File: src/rtl/bus_control_sequencer_if.sv
// Control-bus bundle between the microcode sequencer (master) and the
// breadboard CPU register file / datapath (slave).
interface bus_control_sequencer_if #(
    parameter int OPW = 4
);
    // Sequencer inputs: run control, instruction register and flag register.
    logic           run;
    logic [OPW-1:0] opcode;
    logic           flag_c;
    logic           flag_z;

    // Active-low register gate and output-enable controls.
    logic           pc_oe_n;
    logic           pc_inc;
    logic           pc_load_n;
    logic           mar_load_n;
    logic           ram_oe_n;
    logic           ram_load_n;
    logic           ir_load_n;
    logic           ir_oe_n;
    logic           a_load_n;
    logic           a_oe_n;
    logic           b_load_n;
    logic           alu_oe_n;
    logic           alu_sub;
    logic           out_load_n;
    logic           flags_load_n;

    // Sequencer status.
    logic           halted;
    logic [2:0]     step;

    modport master (
        input  run, opcode, flag_c, flag_z,
        output pc_oe_n, pc_inc, pc_load_n, mar_load_n, ram_oe_n, ram_load_n,
               ir_load_n, ir_oe_n, a_load_n, a_oe_n, b_load_n, alu_oe_n,
               alu_sub, out_load_n, flags_load_n, halted, step
    );

    modport slave (
        output run, opcode, flag_c, flag_z,
        input  pc_oe_n, pc_inc, pc_load_n, mar_load_n, ram_oe_n, ram_load_n,
               ir_load_n, ir_oe_n, a_load_n, a_oe_n, b_load_n, alu_oe_n,
               alu_sub, out_load_n, flags_load_n, halted, step
    );
endinterface

File: src/rtl/bus_control_sequencer.sv
// Microcode control sequencer for the 8-bit breadboard CPU. Steps through a
// fixed number of T-states per instruction and decodes opcode/flags into the
// register load and bus-drive enables. Each step drives at most one bus source.
module bus_control_sequencer #(
    parameter int STEPS = 5
) (
    input logic                      CLK,
    input logic                      CLR,
    bus_control_sequencer_if.master  bus
);

    typedef enum logic [2:0] {
        T0, T1, T2, T3, T4, T5, T6, T7
    } t_state_e;

    typedef enum logic [3:0] {
        OP_NOP = 4'b0000,
        OP_LDA = 4'b0001,
        OP_ADD = 4'b0010,
        OP_SUB = 4'b0011,
        OP_STA = 4'b0100,
        OP_LDI = 4'b0101,
        OP_JMP = 4'b0110,
        OP_JC  = 4'b0111,
        OP_JZ  = 4'b1000,
        OP_OUT = 4'b1110,
        OP_HLT = 4'b1111
    } op_e;

    typedef struct packed {
        logic pc_oe_n;
        logic pc_inc;
        logic pc_load_n;
        logic mar_load_n;
        logic ram_oe_n;
        logic ram_load_n;
        logic ir_load_n;
        logic ir_oe_n;
        logic a_load_n;
        logic a_oe_n;
        logic b_load_n;
        logic alu_oe_n;
        logic alu_sub;
        logic out_load_n;
        logic flags_load_n;
    } ctrl_t;

    // Every enable deasserted: active-low controls high, active-high ones low.
    localparam ctrl_t CTRL_IDLE = '{pc_inc: 1'b0, alu_sub: 1'b0, default: 1'b1};
    localparam t_state_e LAST   = t_state_e'(3'(STEPS - 1));

    t_state_e state_q, state_d;
    logic     halted_q, halted_d;
    logic     active;
    op_e      op;
    ctrl_t    ctrl;

    assign op     = op_e'(bus.opcode[3:0]);
    assign active = bus.run && !halted_q && !CLR;

    // Step and halt registers; reset abandons any instruction in flight.
    always_ff @(posedge CLK) begin
        // NOTE: state registers use non-blocking assignments so every flop
        // samples pre-edge values regardless of statement order.
        if (CLR) begin
            state_q  <= T0;
            halted_q <= 1'b0;
        end else begin
            state_q  <= state_d;
            halted_q <= halted_d;
        end
    end

    // Next step / halt decision and the combinational control word.
    always_comb begin
        // NOTE: every variable gets a default before the case tree so no
        // path can leave a value unassigned and infer a latch.
        state_d  = state_q;
        halted_d = halted_q;
        ctrl     = CTRL_IDLE;

        if (active) begin
            if (op == OP_HLT && state_q == T2) begin
                halted_d = 1'b1;
            end else begin
                state_d = (state_q == LAST) ? T0 : t_state_e'(state_q + 3'd1);
            end

            case (state_q)
                T0: begin
                    ctrl.pc_oe_n    = 1'b0;
                    ctrl.mar_load_n = 1'b0;
                end
                T1: begin
                    ctrl.ram_oe_n  = 1'b0;
                    ctrl.ir_load_n = 1'b0;
                    ctrl.pc_inc    = 1'b1;
                end
                T2: begin
                    case (op)
                        OP_LDA, OP_ADD, OP_SUB, OP_STA: begin
                            ctrl.ir_oe_n    = 1'b0;
                            ctrl.mar_load_n = 1'b0;
                        end
                        OP_LDI: begin
                            ctrl.ir_oe_n  = 1'b0;
                            ctrl.a_load_n = 1'b0;
                        end
                        OP_JMP: begin
                            ctrl.ir_oe_n   = 1'b0;
                            ctrl.pc_load_n = 1'b0;
                        end
                        OP_JC: begin
                            ctrl.ir_oe_n   = !bus.flag_c;
                            ctrl.pc_load_n = !bus.flag_c;
                        end
                        OP_JZ: begin
                            ctrl.ir_oe_n   = !bus.flag_z;
                            ctrl.pc_load_n = !bus.flag_z;
                        end
                        OP_OUT: begin
                            ctrl.a_oe_n     = 1'b0;
                            ctrl.out_load_n = 1'b0;
                        end
                        default: ;
                    endcase
                end
                T3: begin
                    case (op)
                        OP_LDA: begin
                            ctrl.ram_oe_n = 1'b0;
                            ctrl.a_load_n = 1'b0;
                        end
                        OP_ADD, OP_SUB: begin
                            ctrl.ram_oe_n = 1'b0;
                            ctrl.b_load_n = 1'b0;
                        end
                        OP_STA: begin
                            ctrl.a_oe_n     = 1'b0;
                            ctrl.ram_load_n = 1'b0;
                        end
                        default: ;
                    endcase
                end
                T4: begin
                    if (op == OP_ADD || op == OP_SUB) begin
                        ctrl.alu_oe_n     = 1'b0;
                        ctrl.a_load_n     = 1'b0;
                        ctrl.flags_load_n = 1'b0;
                        ctrl.alu_sub      = (op == OP_SUB);
                    end
                end
                default: ;
            endcase
        end
    end

    assign bus.pc_oe_n      = ctrl.pc_oe_n;
    assign bus.pc_inc       = ctrl.pc_inc;
    assign bus.pc_load_n    = ctrl.pc_load_n;
    assign bus.mar_load_n   = ctrl.mar_load_n;
    assign bus.ram_oe_n     = ctrl.ram_oe_n;
    assign bus.ram_load_n   = ctrl.ram_load_n;
    assign bus.ir_load_n    = ctrl.ir_load_n;
    assign bus.ir_oe_n      = ctrl.ir_oe_n;
    assign bus.a_load_n     = ctrl.a_load_n;
    assign bus.a_oe_n       = ctrl.a_oe_n;
    assign bus.b_load_n     = ctrl.b_load_n;
    assign bus.alu_oe_n     = ctrl.alu_oe_n;
    assign bus.alu_sub      = ctrl.alu_sub;
    assign bus.out_load_n   = ctrl.out_load_n;
    assign bus.flags_load_n = ctrl.flags_load_n;
    assign bus.halted       = halted_q;
    assign bus.step         = state_q;

endmodule

File: src/flat_wrapper.sv
// flat-port wrapper written by rule: the top's interface ports become plain ports
module bus_control_sequencer_flat 
#(
    parameter int STEPS = 5
)
  (CLK, CLR, bus_run, bus_opcode, bus_flag_c, bus_flag_z, bus_pc_oe_n, bus_pc_inc, bus_pc_load_n, bus_mar_load_n, bus_ram_oe_n, bus_ram_load_n, bus_ir_load_n, bus_ir_oe_n, bus_a_load_n, bus_a_oe_n, bus_b_load_n, bus_alu_oe_n, bus_alu_sub, bus_out_load_n, bus_flags_load_n, bus_halted, bus_step);
  bus_control_sequencer_if #(.OPW(4)) bus_i ();
  input logic CLK;
  input logic CLR;
  input wire logic [$bits(bus_i.run)-1:0] bus_run;
  input wire logic [$bits(bus_i.opcode)-1:0] bus_opcode;
  input wire logic [$bits(bus_i.flag_c)-1:0] bus_flag_c;
  input wire logic [$bits(bus_i.flag_z)-1:0] bus_flag_z;
  output wire logic [$bits(bus_i.pc_oe_n)-1:0] bus_pc_oe_n;
  output wire logic [$bits(bus_i.pc_inc)-1:0] bus_pc_inc;
  output wire logic [$bits(bus_i.pc_load_n)-1:0] bus_pc_load_n;
  output wire logic [$bits(bus_i.mar_load_n)-1:0] bus_mar_load_n;
  output wire logic [$bits(bus_i.ram_oe_n)-1:0] bus_ram_oe_n;
  output wire logic [$bits(bus_i.ram_load_n)-1:0] bus_ram_load_n;
  output wire logic [$bits(bus_i.ir_load_n)-1:0] bus_ir_load_n;
  output wire logic [$bits(bus_i.ir_oe_n)-1:0] bus_ir_oe_n;
  output wire logic [$bits(bus_i.a_load_n)-1:0] bus_a_load_n;
  output wire logic [$bits(bus_i.a_oe_n)-1:0] bus_a_oe_n;
  output wire logic [$bits(bus_i.b_load_n)-1:0] bus_b_load_n;
  output wire logic [$bits(bus_i.alu_oe_n)-1:0] bus_alu_oe_n;
  output wire logic [$bits(bus_i.alu_sub)-1:0] bus_alu_sub;
  output wire logic [$bits(bus_i.out_load_n)-1:0] bus_out_load_n;
  output wire logic [$bits(bus_i.flags_load_n)-1:0] bus_flags_load_n;
  output wire logic [$bits(bus_i.halted)-1:0] bus_halted;
  output wire logic [$bits(bus_i.step)-1:0] bus_step;
  assign bus_i.run = bus_run;
  assign bus_i.opcode = bus_opcode;
  assign bus_i.flag_c = bus_flag_c;
  assign bus_i.flag_z = bus_flag_z;
  assign bus_pc_oe_n = bus_i.pc_oe_n;
  assign bus_pc_inc = bus_i.pc_inc;
  assign bus_pc_load_n = bus_i.pc_load_n;
  assign bus_mar_load_n = bus_i.mar_load_n;
  assign bus_ram_oe_n = bus_i.ram_oe_n;
  assign bus_ram_load_n = bus_i.ram_load_n;
  assign bus_ir_load_n = bus_i.ir_load_n;
  assign bus_ir_oe_n = bus_i.ir_oe_n;
  assign bus_a_load_n = bus_i.a_load_n;
  assign bus_a_oe_n = bus_i.a_oe_n;
  assign bus_b_load_n = bus_i.b_load_n;
  assign bus_alu_oe_n = bus_i.alu_oe_n;
  assign bus_alu_sub = bus_i.alu_sub;
  assign bus_out_load_n = bus_i.out_load_n;
  assign bus_flags_load_n = bus_i.flags_load_n;
  assign bus_halted = bus_i.halted;
  assign bus_step = bus_i.step;
  bus_control_sequencer #(.STEPS(STEPS)) u_core (.CLK(CLK), .CLR(CLR), .bus(bus_i));
endmodule
File: config.mk
export PLATFORM = sky130hd
export DESIGN_NAME = bus_control_sequencer_flat
export DESIGN_NICKNAME = d
export VERILOG_FILES = /design/src/rtl/bus_control_sequencer_if.sv /design/src/rtl/bus_control_sequencer.sv /design/src/flat_wrapper.sv
export SDC_FILE = /design/constraint.sdc
export NUM_CORES = 1
export LEC_CHECK = 0
export ABC_CLOCK_PERIOD_IN_PS = 3600
export CELL_PAD_IN_SITES_DETAIL_PLACEMENT = 1
export CELL_PAD_IN_SITES_GLOBAL_PLACEMENT = 1
export CORE_MARGIN = 3
export CORE_UTILIZATION = 25
export CTS_CLUSTER_DIAMETER = 60
export DETAILED_ROUTE_END_ITERATION = 8
export GPL_ROUTABILITY_DRIVEN = 0
export PLACE_DENSITY_LB_ADDON = 0.25
export RECOVER_POWER = 25
export SLEW_MARGIN = 20
export SYNTH_ARGS = -nofsm -noshare
export SYNTH_HDL_FRONTEND = slang
export SYNTH_SLANG_ARGS = --single-unit
File: constraint.sdc
create_clock -name CLK -period 3.6 [get_ports CLK]
set_input_delay 0.72 -clock CLK [delete_from_list [all_inputs] [get_ports CLK]]
set_output_delay 0.72 -clock CLK [all_outputs]
set_load 0.1 [all_outputs]
* Yosys cells after proc, flatten, opt, wreduce, memory -nomap -nowiden
Index checks and enable logic that the tools add are counted.
** Operators by class
- Add/sub/neg operators :: 1
- Eq/ne operators :: 14
- Mux-type cells :: 27
- Bitwise gates (word level) :: 1
- Reductions and logical operators :: 15
** Operators by type and width (count)
- $mux 1 :: 17
- $eq 4x3->1 const B :: 4
- $mux 15 :: 1
- $eq 4x4->1 const B :: 3
- $pmux 1 s3 :: 3
- $eq 4x2->1 const B :: 2
- $eq 3x2->1 const B :: 2
- $pmux 1 s2 :: 3
- $reduce_or 6->1 :: 1
- $eq 4x1->1 const B :: 1
- $logic_not 1->1 :: 4
- $mux 2 :: 2
- $reduce_and 2->1 :: 2
- $reduce_or 4->1 :: 1
- $add 3x1->3 const B :: 1
- $eq 3x1->1 const B :: 1
- $eq 3x3->1 const B :: 1
- $logic_and 1x1->1 :: 3
- $logic_not 3->1 :: 1
- $mux 3 :: 1
- $reduce_or 3->1 :: 1
- $reduce_or 2->1 :: 1
- $logic_or 1x1->1 :: 1
- $not 1->1 :: 1
** Word-level totals
- Register bits :: 4
- Bits of input ports :: 9
- Output and inout bits :: 19

* Depth between registers and ports, before layout
Gate-level depths: netlist of the first run.
- Depth after elaboration :: 5
- Gate-level depth with buffers :: 5

* Least setup slack after synthesis of the first run
No wires, ideal clock.
- Path kind :: register to output
- Start point :: reg u_core.state_q[2], in the netlist u_core.bus.step[2]
- End point :: out bus_alu_sub
- Data arrival time :: 4012 ps
- Required time :: 2880 ps
- Setup slack :: -1132 ps
- Stages on the path, launching flop included :: 4
- Cells stage by stage :: dfxtp_1 > and2_1 > nand4_1 > nor2_1
** Between the ends
- Word-level cells in the longest chain between the ends :: 3
** RTL lines
- start: declaration :: line bus_control_sequencer.sv:52 : t_state_e state_q, state_d;
- start signal: assignment :: line bus_control_sequencer.sv:69 : state_q <= state_d;
- $eq 3x3->1 :: line bus_control_sequencer.sv:89 : case (state_q)
- $mux 2 :: line bus_control_sequencer.sv:89
- $mux 15 :: line bus_control_sequencer.sv:82 : if (active) begin
- end: declaration :: line flat_wrapper.sv:26 : output wire logic [$bits(bus_i.alu_sub)-1:0] bus_alu_sub;
No other way between the ends.

* Worst setup path in the final report of the first run
- Start point :: in bus_opcode[1]
- End point :: out bus_a_oe_n
** Between the ends
- Word-level cells in the longest chain between the ends :: 4
- Elaborated cells on any way between the ends :: 6
** RTL lines
- start: declaration :: line flat_wrapper.sv:11 : input wire logic [$bits(bus_i.opcode)-1:0] bus_opcode;
- $eq 4x3->1 or $eq 4x4->1 (tied branches) :: line bus_control_sequencer.sv:129, bus_control_sequencer.sv:100
- $mux 1, on equally long branches :: line bus_control_sequencer.sv:129, bus_control_sequencer.sv:100
- $pmux 1 s2 * :: line bus_control_sequencer.sv:89
- $mux 15 * :: line bus_control_sequencer.sv:82
- end: declaration :: line flat_wrapper.sv:23 : output wire logic [$bits(bus_i.a_oe_n)-1:0] bus_a_oe_n;
Every way passes the cells marked *; elsewhere a longest branch is shown, timed or not.

==> flow_summary.toml, run 1 <==
[status]
status = "finished clean"

[yosys]
yosysSeqAreaShare_pct = 14.6
synth_xor_area_share_pct = 0
synthMuxAreaShare_pct = 3.87
syn-cell-area_um2 = 549
synth_top_family_by_area = "simple AND/OR/NAND/NOR gates"
synth_adder_area_share_pct = 11.4
syn-num-nets = 88
synth-simple-area-share_pct = 43.1
yosys_warnings = 0
synth_compound_area_share_pct = 18.0
synth_cell_types = 34
ys_ff_latch = 4
synthCells = 74
syn-mean-instance-area_um2 = 7.42

[layout]
diodes = 0
design_area_um2 = 942
syn_to_final_growth_pct = 71.5
post_route_cells_drive_above_1_share_pct = 29.4
nFillCells = 254
post-route-util_pct = 46.6
nets = 118

[sta]
setup_viol = 0
holdWs_ns = 0.541
min_period_ns = 3.15
rsz0062_at_grt = "no"
period_share_pct = 87.4
max_clock_freq_mhz = 318
slew_headroom_pct = 34.3
hold_violations = 0
maxSlewViolCount = 0
tightest_slew_ns = 0.982
fin_skew_ns = 0.000771

[worst_hold_path]
min_path_type = "reg -> reg"
hold_depth = 2

[floorplanning]
die_h_um = 52.9
die_w_um = 52.9
initial_core_util_pct = 27.2
fp-row-count = 16
die_area_mm2 = 0.00280
core-area_mm2 = 0.00202
io_pins = 28

[route]
wl_um = 1690
post_drt_wl_per_cell_um = 13.1
drc = 0
via_per_inst = 4.83
dr.first_iter.drc_count = 1
antenna_left = 0
top_layer = "met4"
drtPass1Iterations = 3
route.vias.total = 623
wl_met2_um = 839
m1WireLength_um = 744
wl_met3_um = 99

[critical_path]
reg2reg_depth = 5
reg2reg_slack_ns = 1.91
crit_buf_inv = 2
critPathTopFamily = "buffers and inverters"
cp_slowest_stage_delay_ns = 0.65
crit_end = "bus_a_oe_n"
end_kind = "output port"
startpoint_type = "primary input"
arrival_ns = 2.43
crit_type = "in -> out"
crit_chain = "dlygate4sd3_1, or4b_4, nand2_1, o2111ai_2, buf_12"
timing.rr.start = "u_core.bus.step[0]$_SDFFE_PP0P_"
crit_cells = 5
worstPathRequired_ns = 2.88
critPathMaxFanout = 9
crit_start = "bus_opcode[1]"
slowest_stage = "dlygate4sd3_1"
reg2reg_to = "u_core.bus.step[0]$_SDFFE_PP0P_"

[clock_network]
cts_tree = "built"
ctsHoldBuffers = 0
postCtsSetupBuffers = 0
htree_levels = 1
cts-root-buf = "clkbuf_4"
clk_pin_slew_ns = 0.04
clock_sinks = 4
clkLatencyLatePin_ns = 0.23
cts_buffers = 3
clock_path_buffers = 2
post_cts_resized = 0

[job]
maxCapViolCount = 0

[power_and_ir_drop]
p_per_area_mw_per_mm2 = 296
leakagePower_uw = 0.000369
power_uw = 279
ir_drop_v = 0.000306

[placed_design]
io_buffer_count = 27
place_area_um2 = 923
post-dp-hpwl_um = 1430

[global_routing]
grt_max_degree = 10
gr-total-overflow = 0
grt_use_total_pct = 14.3
grt_pass1_wl_um = 2980
antenna_found_initial = 0
grt_pass1_vias = 671
-- logic make-up after synthesis --
group           after synthesis
compound gates               13
fa+ha+maj                     5
buf+inv                      10
flops                         4
mux                           2
simple gates                 40
-- worst min-delay path by stage --
| stage | from | end |
|---|---|---|
| after global routing | u_core.bus.step[1]$_SDFFE_PP0P_ | u_core.bus.step[1]$_SDFFE_PP0P_ |
| after floorplan | u_core.bus.step[0]$_SDFFE_PP0P_ | u_core.bus.step[0]$_SDFFE_PP0P_ |
| final | u_core.bus.step[1]$_SDFFE_PP0P_ | u_core.bus.step[1]$_SDFFE_PP0P_ |
| after global placement | u_core.bus.step[1]$_SDFFE_PP0P_ | u_core.bus.step[1]$_SDFFE_PP0P_ |
| after detailed placement | u_core.bus.step[1]$_SDFFE_PP0P_ | u_core.bus.step[1]$_SDFFE_PP0P_ |
| after CTS | u_core.bus.step[1]$_SDFFE_PP0P_ | u_core.bus.step[1]$_SDFFE_PP0P_ |
-- cell usage after synthesis --
cell / n / area share [%]
and3b_1: 1 / 1.6
and2_1: 2 / 2.3
mux2_1: 1 / 2.0
o211ai_2: 1 / 2.3
nand4_1: 3 / 3.4
nor3_1: 2 / 1.8
nand2_1: 5 / 3.4
dfxtp_1: 4 / 15
or3b_1: 1 / 1.6
o21ai_0: 4 / 3.6
o2111ai_1: 1 / 1.6
nor3b_1: 2 / 2.7
or4b_4: 1 / 2.5
and3_1: 1 / 1.1
nor2_1: 10 / 6.8
ha_1: 5 / 11
nor2b_1: 1 / 1.1
or2_1: 1 / 1.1
inv_2: 1 / 0.68
or3_1: 1 / 1.1
o211ai_1: 3 / 4.1
inv_1: 6 / 4.1
mux2i_1: 1 / 1.8
o31ai_1: 1 / 1.4
nand3b_1: 2 / 2.7
nand3_1: 3 / 2.7
o21ai_2: 1 / 1.6
nand2b_1: 3 / 3.4
buf_2: 1 / 0.91
buf_6: 1 / 2.0
o32ai_1: 1 / 1.6
nor3b_4: 1 / 3.4
o21ba_2: 1 / 1.8
buf_4: 1 / 1.4
-- per-stage QoR --
| stage | TNS [ns] | setup WS [ns] | instances |
|---|---|---|---|
| after floorplan | -0.423 | -0.300 | 74 |
| after global placement | 0 | 0.570 | 126 |
| after detailed placement | 0 | 0.516 | 126 |
| after CTS | 0 | 0.515 | 129 |
| after global routing | 0 | 0.388 | 129 |
| final | 0 | 0.452 | 129 |
-- state kept, by name, summed over array words and instances, names as in the netlist --
name / flops
u_core.bus.halted: 1
u_core.bus.step: 3
-- worst min-delay path: stages (launching register included) --
cell,delay (ns)
dfxtp_1,0.34
nand2b_1,0.08
mux2i_1,0.06
-- cells in the final DEF (no fill, tap or decap), types with 2 or more instances in the layout --
cell	synthesis	routed
clkdlybuf4s50_1	0	10
nor2_1	10	9
buf_4	1	8
buf_12	0	8
inv_1	6	5
nand2_1	5	5
ha_1	5	5
o21ai_0	4	4
nand3_1	3	3
o211ai_1	3	3
nand2b_1	3	3
nand4_1	3	3
clkbuf_4	0	3
nor3_1	2	2
nand3b_1	2	2
and2_1	2	2
nor3b_1	2	2
dlygate4sd3_1	0	2
dfxtp_1	4	2
dfxtp_2	0	2
-- layer usage --
layer | up-vias | GRT usage, %
li1 | 321 | -
met1 | 282 | 17.2
met2 | 18 | 24.6
met3 | 2 | 2.25
met4 | 0 | 6.38
met5 | - | 0
-- final cells by class --
type,count,area (um^2),area share (%)
sequential,4,82.6,8.76
multi-input combinational,60,433,45.9
inverter,7,30.0,3.19
clock buffer,3,22.5,2.39
timing repair buffer,28,340,36.1
tap,27,33.8,3.59
-- report_power, final --
part           internal (uW)  switching, uW  leakage [uW]
clock                   37.2           16.4     0.0000138
sequential              49.3           6.45     0.0000334
combinational           52.9            117      0.000321
Power figures use the tool's default switching activity.
==> run 2: changes to the inputs <==
--- a/config.mk
+++ b/config.mk
@@ -6,6 +6,7 @@
 export NUM_CORES = 1
 export LEC_CHECK = 0
 export ABC_CLOCK_PERIOD_IN_PS = 3600
+export CAP_MARGIN = 20
 export CELL_PAD_IN_SITES_DETAIL_PLACEMENT = 1
 export CELL_PAD_IN_SITES_GLOBAL_PLACEMENT = 1
 export CORE_MARGIN = 3
==> results of run 2 <==
Same layout as run 1: the final DEF is identical, and so are final timing and power.
